## src/rtl/work_slave_pkg.sv

```systemverilog
// rtl/work_slave_pkg.sv - shared types and register map for the work slave CSR block
package work_slave_pkg;

  typedef enum logic [1:0] {
    ST_IDLE     = 2'd0,
    ST_DISPATCH = 2'd1,
    ST_RUNNING  = 2'd2,
    ST_DONE     = 2'd3
  } state_e;

  localparam int N_MID  = 8;
  localparam int N_HEAD = 16;

  localparam logic [31:0] A_MID0   = 32'h00;
  localparam logic [31:0] A_HEAD0  = 32'h08;
  localparam logic [31:0] A_NONCE  = 32'h18;
  localparam logic [31:0] A_CTRL   = 32'h19;
  localparam logic [31:0] A_STATUS = 32'h1A;
  localparam logic [31:0] A_RESULT = 32'h1B;
  localparam logic [31:0] A_IRQ_EN = 32'h1C;

  localparam int CTRL_START = 0;
  localparam int CTRL_ABORT = 1;
  localparam int CTRL_CLEAR = 2;

  localparam int ST_STATE_LSB  = 0;
  localparam int ST_EMPTY      = 2;
  localparam int ST_COUNT_LSB  = 3;
  localparam int ST_OVERFLOW   = 6;
  localparam int ST_START_ERR  = 7;
  localparam int ST_RANGE_DONE = 8;

  localparam logic [31:0] EMPTY_NONCE = 32'hFFFF_FFFF;

endpackage

```

## src/rtl/result_fifo.sv

```systemverilog
// rtl/result_fifo.sv - synchronous FIFO buffering found nonces
// A pop frees a slot in the same cycle, so a push while full is accepted when paired with a pop.
module result_fifo #(
  parameter int DEPTH = 4,
  parameter int WIDTH = 32
) (
  input  logic                     clk,
  input  logic                     reset,
  input  logic                     push,
  input  logic [WIDTH-1:0]         push_data,
  input  logic                     pop,
  output logic [WIDTH-1:0]         head_data,
  output logic                     full,
  output logic                     empty,
  output logic [$clog2(DEPTH):0]   count
);

  localparam int PTR_W = $clog2(DEPTH);
  localparam int CNT_W = PTR_W + 1;

  logic [WIDTH-1:0] mem_q [DEPTH];
  logic [WIDTH-1:0] mem_d [DEPTH];
  logic [PTR_W-1:0] wr_ptr_q, wr_ptr_d, rd_ptr_q, rd_ptr_d;
  logic [CNT_W-1:0] count_q, count_d;
  logic             do_push, do_pop;

  assign full      = (count_q == CNT_W'(DEPTH));
  assign empty     = (count_q == '0);
  assign count     = count_q;
  assign head_data = mem_q[rd_ptr_q];
  assign do_pop    = pop & ~empty;
  assign do_push   = push & (~full | do_pop);

  always_comb begin
    mem_d    = mem_q;
    wr_ptr_d = wr_ptr_q;
    rd_ptr_d = rd_ptr_q;
    count_d  = count_q;
    if (do_push) begin
      mem_d[wr_ptr_q] = push_data;
      wr_ptr_d        = wr_ptr_q + PTR_W'(1);
    end
    if (do_pop) begin
      rd_ptr_d = rd_ptr_q + PTR_W'(1);
    end
    case ({do_push, do_pop})
      2'b10:   count_d = count_q + CNT_W'(1);
      2'b01:   count_d = count_q - CNT_W'(1);
      default: count_d = count_q;
    endcase
  end

  always_ff @(posedge clk) begin
    if (reset) begin
      mem_q    <= '{default: '0};
      wr_ptr_q <= '0;
      rd_ptr_q <= '0;
      count_q  <= '0;
    end else begin
      mem_q    <= mem_d;
      wr_ptr_q <= wr_ptr_d;
      rd_ptr_q <= rd_ptr_d;
      count_q  <= count_d;
    end
  end

endmodule

```

## src/rtl/work_slave_csr.sv

```systemverilog
// rtl/work_slave_csr.sv - Avalon-MM CSR slave loading mining work and draining found nonces
// Optional WORK_SLAVE_IRQ_EN adds the irq output and the IRQ_EN register.
module work_slave_csr import work_slave_pkg::*; #(
  parameter int FIFO_DEPTH = 4,
  parameter int ADDR_W     = 5
) (
  input  logic              clk,
  input  logic              reset,
  input  logic [ADDR_W-1:0] avs_address,
  input  logic              avs_write,
  input  logic [31:0]       avs_writedata,
  input  logic              avs_read,
  output logic [31:0]       avs_readdata,
  output logic              avs_readdatavalid,
  output logic              work_valid,
  input  logic              work_ready,
  output logic [255:0]      mid_state,
  output logic [511:0]      head_data,
  output logic [31:0]       nonce_start,
  output logic              core_abort,
  input  logic              res_valid,
  input  logic [31:0]       res_nonce,
  input  logic              res_done
`ifdef WORK_SLAVE_IRQ_EN
  ,
  output logic              irq
`endif
);

  logic [31:0] addr;
  logic        ctrl_wr, start_cmd, abort_cmd, clear_cmd;
  state_e      state_q, state_d;
  logic        latch_en, start_err_set, range_done_set, abort_pulse_d;

  logic [31:0]  mid_sh_q [N_MID];
  logic [31:0]  mid_sh_d [N_MID];
  logic [31:0]  head_sh_q [N_HEAD];
  logic [31:0]  head_sh_d [N_HEAD];
  logic [31:0]  nonce_sh_q, nonce_sh_d;
  logic [255:0] mid_state_q, mid_state_d;
  logic [511:0] head_data_q, head_data_d;
  logic [31:0]  nonce_start_q, nonce_start_d;
  logic         core_abort_q;
  logic         overflow_q, overflow_d, start_err_q, start_err_d, range_done_q, range_done_d;
  logic [31:0]  avs_readdata_q, avs_readdata_d, rd_mux, status;
  logic         avs_readdatavalid_q;

  logic                          fifo_pop, fifo_full, fifo_empty, ovf_set;
  logic [31:0]                   fifo_head;
  logic [$clog2(FIFO_DEPTH):0]   fifo_count;

  assign addr      = 32'(avs_address);
  assign ctrl_wr   = avs_write && (addr == A_CTRL);
  assign start_cmd = ctrl_wr && avs_writedata[CTRL_START];
  assign abort_cmd = ctrl_wr && avs_writedata[CTRL_ABORT];
  assign clear_cmd = ctrl_wr && avs_writedata[CTRL_CLEAR];

  always_ff @(posedge clk) begin
    if (reset) state_q <= ST_IDLE;
    else       state_q <= state_d;
  end

  // Abort overrides every other transition, including a simultaneous start.
  always_comb begin
    state_d = state_q;
    if (abort_cmd) begin
      state_d = ST_IDLE;
    end else begin
      case (state_q)
        ST_IDLE:     if (start_cmd)  state_d = ST_DISPATCH;
        ST_DISPATCH: if (work_ready) state_d = ST_RUNNING;
        ST_RUNNING:  if (res_done)   state_d = ST_DONE;
        ST_DONE:     if (start_cmd)  state_d = ST_DISPATCH;
        default:                     state_d = ST_IDLE;
      endcase
    end
  end

  always_comb begin
    work_valid     = (state_q == ST_DISPATCH);
    latch_en       = start_cmd && !abort_cmd && (state_q == ST_IDLE || state_q == ST_DONE);
    start_err_set  = start_cmd && !abort_cmd && (state_q == ST_DISPATCH || state_q == ST_RUNNING);
    range_done_set = !abort_cmd && (state_q == ST_RUNNING) && res_done;
    abort_pulse_d  = abort_cmd && (state_q != ST_IDLE);
  end

  always_comb begin
    mid_sh_d   = mid_sh_q;
    head_sh_d  = head_sh_q;
    nonce_sh_d = nonce_sh_q;
    if (avs_write) begin
      if (addr < A_HEAD0)      mid_sh_d[3'(addr)]           = avs_writedata;
      else if (addr < A_NONCE) head_sh_d[4'(addr - A_HEAD0)] = avs_writedata;
      else if (addr == A_NONCE) nonce_sh_d                  = avs_writedata;
    end
  end

  // Core-facing copies only move at dispatch, so host writes during a run are invisible to the core.
  always_comb begin
    mid_state_d   = mid_state_q;
    head_data_d   = head_data_q;
    nonce_start_d = nonce_start_q;
    if (latch_en) begin
      for (int i = 0; i < N_MID; i++)  mid_state_d[255 - 32*i -: 32] = mid_sh_q[i];
      for (int i = 0; i < N_HEAD; i++) head_data_d[511 - 32*i -: 32] = head_sh_q[i];
      nonce_start_d = nonce_sh_q;
    end
  end

  assign fifo_pop = avs_read && (addr == A_RESULT) && !fifo_empty;
  assign ovf_set  = res_valid && fifo_full && !fifo_pop;

  result_fifo #(.DEPTH(FIFO_DEPTH), .WIDTH(32)) u_result_fifo (
    .clk       (clk),
    .reset     (reset),
    .push      (res_valid),
    .push_data (res_nonce),
    .pop       (fifo_pop),
    .head_data (fifo_head),
    .full      (fifo_full),
    .empty     (fifo_empty),
    .count     (fifo_count)
  );

  always_comb begin
    overflow_d   = (overflow_q   && !clear_cmd) || ovf_set;
    start_err_d  = (start_err_q  && !clear_cmd) || start_err_set;
    range_done_d = (range_done_q && !clear_cmd) || range_done_set;
  end

  always_comb begin
    status                         = '0;
    status[ST_STATE_LSB +: 2]      = state_q;
    status[ST_EMPTY]               = fifo_empty;
    status[ST_COUNT_LSB +: 3]      = 3'(fifo_count);
    status[ST_OVERFLOW]            = overflow_q;
    status[ST_START_ERR]           = start_err_q;
    status[ST_RANGE_DONE]          = range_done_q;
  end

`ifdef WORK_SLAVE_IRQ_EN
  logic [1:0] irq_en_q, irq_en_d;
  logic       irq_q, irq_d;

  always_comb begin
    irq_en_d = (avs_write && addr == A_IRQ_EN) ? avs_writedata[1:0] : irq_en_q;
    irq_d    = (irq_en_q[0] && !fifo_empty) || (irq_en_q[1] && range_done_q);
  end

  always_ff @(posedge clk) begin
    if (reset) begin
      irq_en_q <= '0;
      irq_q    <= 1'b0;
    end else begin
      irq_en_q <= irq_en_d;
      irq_q    <= irq_d;
    end
  end

  assign irq = irq_q;
`endif

  // Read mux sees pre-write register values, so a same-cycle write is not forwarded.
  always_comb begin
    rd_mux = '0;
    if (addr < A_HEAD0) begin
      rd_mux = mid_sh_q[3'(addr)];
    end else if (addr < A_NONCE) begin
      rd_mux = head_sh_q[4'(addr - A_HEAD0)];
    end else begin
      case (addr)
        A_NONCE:  rd_mux = nonce_sh_q;
        A_STATUS: rd_mux = status;
        A_RESULT: rd_mux = fifo_empty ? EMPTY_NONCE : fifo_head;
`ifdef WORK_SLAVE_IRQ_EN
        A_IRQ_EN: rd_mux = {30'b0, irq_en_q};
`endif
        default:  rd_mux = '0;
      endcase
    end
    avs_readdata_d = avs_read ? rd_mux : avs_readdata_q;
  end

  always_ff @(posedge clk) begin
    if (reset) begin
      mid_sh_q            <= '{default: '0};
      head_sh_q           <= '{default: '0};
      nonce_sh_q          <= '0;
      mid_state_q         <= '0;
      head_data_q         <= '0;
      nonce_start_q       <= '0;
      core_abort_q        <= 1'b0;
      overflow_q          <= 1'b0;
      start_err_q         <= 1'b0;
      range_done_q        <= 1'b0;
      avs_readdata_q      <= '0;
      avs_readdatavalid_q <= 1'b0;
    end else begin
      mid_sh_q            <= mid_sh_d;
      head_sh_q           <= head_sh_d;
      nonce_sh_q          <= nonce_sh_d;
      mid_state_q         <= mid_state_d;
      head_data_q         <= head_data_d;
      nonce_start_q       <= nonce_start_d;
      core_abort_q        <= abort_pulse_d;
      overflow_q          <= overflow_d;
      start_err_q         <= start_err_d;
      range_done_q        <= range_done_d;
      avs_readdata_q      <= avs_readdata_d;
      avs_readdatavalid_q <= avs_read;
    end
  end

  assign mid_state         = mid_state_q;
  assign head_data         = head_data_q;
  assign nonce_start       = nonce_start_q;
  assign core_abort        = core_abort_q;
  assign avs_readdata      = avs_readdata_q;
  assign avs_readdatavalid = avs_readdatavalid_q;

endmodule

```

## config.mk

```make
export PLATFORM = sky130hd
export DESIGN_NAME = work_slave_csr
export DESIGN_NICKNAME = d
export VERILOG_FILES = /design/src/rtl/work_slave_pkg.sv /design/src/rtl/result_fifo.sv /design/src/rtl/work_slave_csr.sv
export SDC_FILE = /design/constraint.sdc
export NUM_CORES = 2
export LEC_CHECK = 0
export CORE_ASPECT_RATIO = 1.75
export CORE_MARGIN = 2
export CORE_UTILIZATION = 25
export CTS_CLUSTER_DIAMETER = 150
export DETAILED_ROUTE_END_ITERATION = 8
export GPL_TIMING_DRIVEN = 0
export PLACE_DENSITY = 0.53
export SLEW_MARGIN = 10
export SYNTH_ARGS = -nofsm -noshare
export SYNTH_HDL_FRONTEND = slang
export SYNTH_HIERARCHICAL = 1
export SYNTH_SLANG_ARGS = --single-unit
```

## constraint.sdc

```tcl
create_clock -name clk -period 5.6 [get_ports clk]
set_input_delay 1.68 -clock clk [delete_from_list [all_inputs] [get_ports clk]]
set_output_delay 1.68 -clock clk [all_outputs]
set_load 0.05 [all_outputs]
```

==> summary.md <==
| Metric | Value |
|---|---|
| Post-Syn Nets | 8395 |
| 1st-iter DRT viols | 6639 |
| Fmax | 185 MHz |
| CTS Sinks | 1774 |
| Max IR drop VDD | 0.274 mV |
| Worst hold path type | flip-flop to flip-flop |
| I/O Pins | 911 |
| Area grow syn2layout | 28.9% |
| Crit start category | input pin |
| Final worst path period need | 5420 ps |
| Synth warn | 6 |
| Die X | 402 um |
| Cell variety after synth | 60 |
| First-pass GRT wire length | 547000 um |
| Drt drc | 0 |
| Setup Buffers After CTS | 0 |
| Critical path capture point type | flip-flop |
| Most area-hungry cell type in the Yosys netlist | dfxtp_1 |
| Final core utilization | 32.4% |
| Via count | 66700 |
| Clock power frac | 47.5% |
| Die H | 700 um |
| Number of global-route vias before repair | 64600 |
| Cts hold-fix bufs | 0 |
| Count of input and output buffers | 876 |
| Clk_lat worst skew | 900 ps |
| Hold Crit Depth | 2 |
| Routing usage on met2 | 45.1% |
| Skew final | 103 ps |
| Power per Cell Area | 310 mW/mm^2 |
| Total of max-cap violations | 0 |
| CP dominant cell by count | inv_1 |
| Router iterations before antenna repair | 7 |
| CTS tree | built |
| CP Max Fanout | 10 |
| Number of gates resized after cts | 0 |
| Core Region | 0.276 mm^2 |
| FFs w/ async S/R, synth | 0% |
| Relative slew slack | 1.10% |
| Pins Over Slew Limit | 0 |
| Largest net degree at the start of global routing | 16 |
| Unrepaired setup endpoints after global routing | no |
| Mapped Area | 0.0692 mm^2 |
| Pleak | 29.3 nW |
| Sequential share of power | 46.3% |
| WP depth | 16 |
| Final worst-path cycle share | 96.7% |
| Most common cell after layout, fill and taps aside | nand2_1 |
| Worst Path Required | 6420 ps |
| #FFs+latches synth | 1774 |
| Top post-synthesis cells by area | dfxtp_1 51%, nand2_1 18%, a21oi_1 12% |
| Outcome | finished clean |
| Global placement routability congestion | 1.02 |
| R2R depth | 13 |
| Fin Setup TNS | 0 ps |
| Top Family by Delay on Critical Path | simple AND/OR/NAND/NOR gates |
| Combinational Power Share | 6.1% |
| Syn avg cell area | 8.33 um^2 |
| Post-synth EDFFs | 0 |
| Buffers & Inverters on Critical Path | 6 |
| Placement Cell Area | 0.0830 mm^2 |
| Slowest stage cell, crit path | clkdlybuf4s50_1 |
| Grt met1 use | 32.5% |
| DP HPWL | 334000 um |
| Final instance area | 0.0893 mm^2 |
| Detail Route Antenna Nets | 0 |
| CTS H-tree depth | 4 |
| Switching share of power | 25.4% |
| GRT Total Usage | 28.2% |
| Synth top area share | 51.3% |
| Worst Path Arrival | 6240 ps |
| Mapped Cells | 8309 |
| Row count | 255 |
| Grt total ovfl | 0 |
| Top_reg_cell synth | dfxtp_1 |
| P_sw | 7.04 mW |
| Gr busiest metal | met2 |
| Global-route track usage on met3 | 7.76% |
| CTS buffer count | 182 |
| Overall power | 27.7 mW |
| Most frequent cells in the layout | 3262 x nand2_1, 1774 x dfxtp_1, 1612 x a21oi_1, 876 x clkdlybuf4s50_1, 404 x clkbuf_1 |
| Layout cell share with drive strength beyond 1 | 9.93% |
| Wire per inst | 31.4 um |
| WL final | 413000 um |
| Vias/cell | 5.07 |
| Clock slew at the register clock pins of the worst setup and hold paths | 80 ps |
| CP Cell Sequence | clkdlybuf4s50_1 > buf_4 > nand2_1 > or2_2 > buf_2 > nor3b_1 > or4b_1 > buf_6 > and2_1 > inv_1 > ha_1 > inv_1 > fa_1 > xor2_1 > or3_1 > a21oi_1 |
| # nets final | 9483 |
| Area of the die | 0.281 mm^2 |
| Antenna violations before repair | 37 |
| Register area share after synthesis | 51.3% |
| Initial Util | 25.1% |
| Root Driver | clkbuf_16 |
| Worst slew pin tran | 1480 ps |
| Critical path type | input pin to flip-flop |
| CTS Buffer Depth | 4 |
| Cell Int Power | 20.6 mW |
| Final hold vios | 0 |
| Max incr delay on CP | 860 ps |
| Setup Viol. Count Final | 0 |
==> area by class of cell <==
class	instances	area [um^2]
inverters	11	41.3
diodes	22	55.1
plain buffers	746	3410
clock buffers	245	5120
repair buffers	904	9120
fillers	29200	186000
clock inverters	77	1070
multi-input cells	5778	30400
flip-flops and latches	1774	35500
well taps	3598	4500
==> stage by stage <==
stage / hold WS (ps) / setup slack, ps / cells
floorplan: 432 / 1140 / 8309
global placement: 445 / -668 / 12800
detailed placement: 447 / -602 / 12800
CTS: 420 / 332 / 13100
global route: 445 / 76.9 / 13100
finish: 420 / 185 / 13200
==> logic make-up after synthesis <==
family          share of synthesized area, %
compound gates                          14.1
xor+xnor                              0.0380
flops                                   51.3
fa+ha+maj                              0.192
mux                                     9.07
buf+inv                                 4.89
simple gates                            20.4
==> power groups by stage <==
stage,registers (mW),clock network [mW],logic [mW]
after floorplan,13.1,0,0.771
final,12.8,13.2,1.69
after CTS,12.8,13.2,1.66
after global placement,13.1,0,1.62
after detailed placement,13.1,0,1.66
after global routing,12.8,13.7,1.72
==> flip-flops by register name, summed over array words and instances, names as in the netlist, 2 cells and up <==
signal and count:
u_result_fifo/rd_ptr_q 2, u_result_fifo/mem_q 128, u_result_fifo/count 3, mid_state 256
state_q 2, avs_readdata 32, head_data 512, mid_sh_q 256
head_sh_q 512, u_result_fifo/wr_ptr_q 2, nonce_sh_q 32, nonce_start 32
==> synthesized netlist by cell type (9+ instances only) <==
master,n
a22o_1,24
nand2_1,3262
buf_2,288
a41o_1,30
a22oi_1,32
nand2b_1,165
a21oi_1,1612
dfxtp_1,1774
a211oi_1,32
clkbuf_1,422
nor2_1,74
inv_1,11
nor3_2,13
mux2i_1,162
o21ai_0,30
buf_4,22
nand3_1,10
ha_1,9
mux4_2,207
a221oi_1,24
==> worst reg2reg max path, cell delays in order (launching register included) <==
cell and delay (ps):
dfxtp_1 390, nor3_1 1030, clkbuf_1 410, nor3b_1 230, or4b_1 670, buf_6 210, and2_1 180, inv_1 180
ha_1 240, inv_1 70, fa_1 380, xor2_1 150, or3_1 300, a21oi_1 140
==> layer usage <==
layer	share of wire, %	wire length [um]
met3	9.0	37200
met2	45	186000
met1	38	156000
met5	0.023	94
met4	8.3	34400
==> path summary, 6_finish.rpt <==
check                                      start                                  end  slack, ps
max reg2reg  u_result_fifo/count[2]$_SDFFE_PP0P_  u_result_fifo/count[2]$_SDFFE_PP0P_        930
min reg2reg          nonce_sh_q[10]$_SDFFE_PP0P_         nonce_start[10]$_SDFFE_PP0P_        420
max                               avs_address[3]  u_result_fifo/count[2]$_SDFFE_PP0P_        180
min                  nonce_sh_q[10]$_SDFFE_PP0P_         nonce_start[10]$_SDFFE_PP0P_        420
Power figures use the tool's default switching activity.
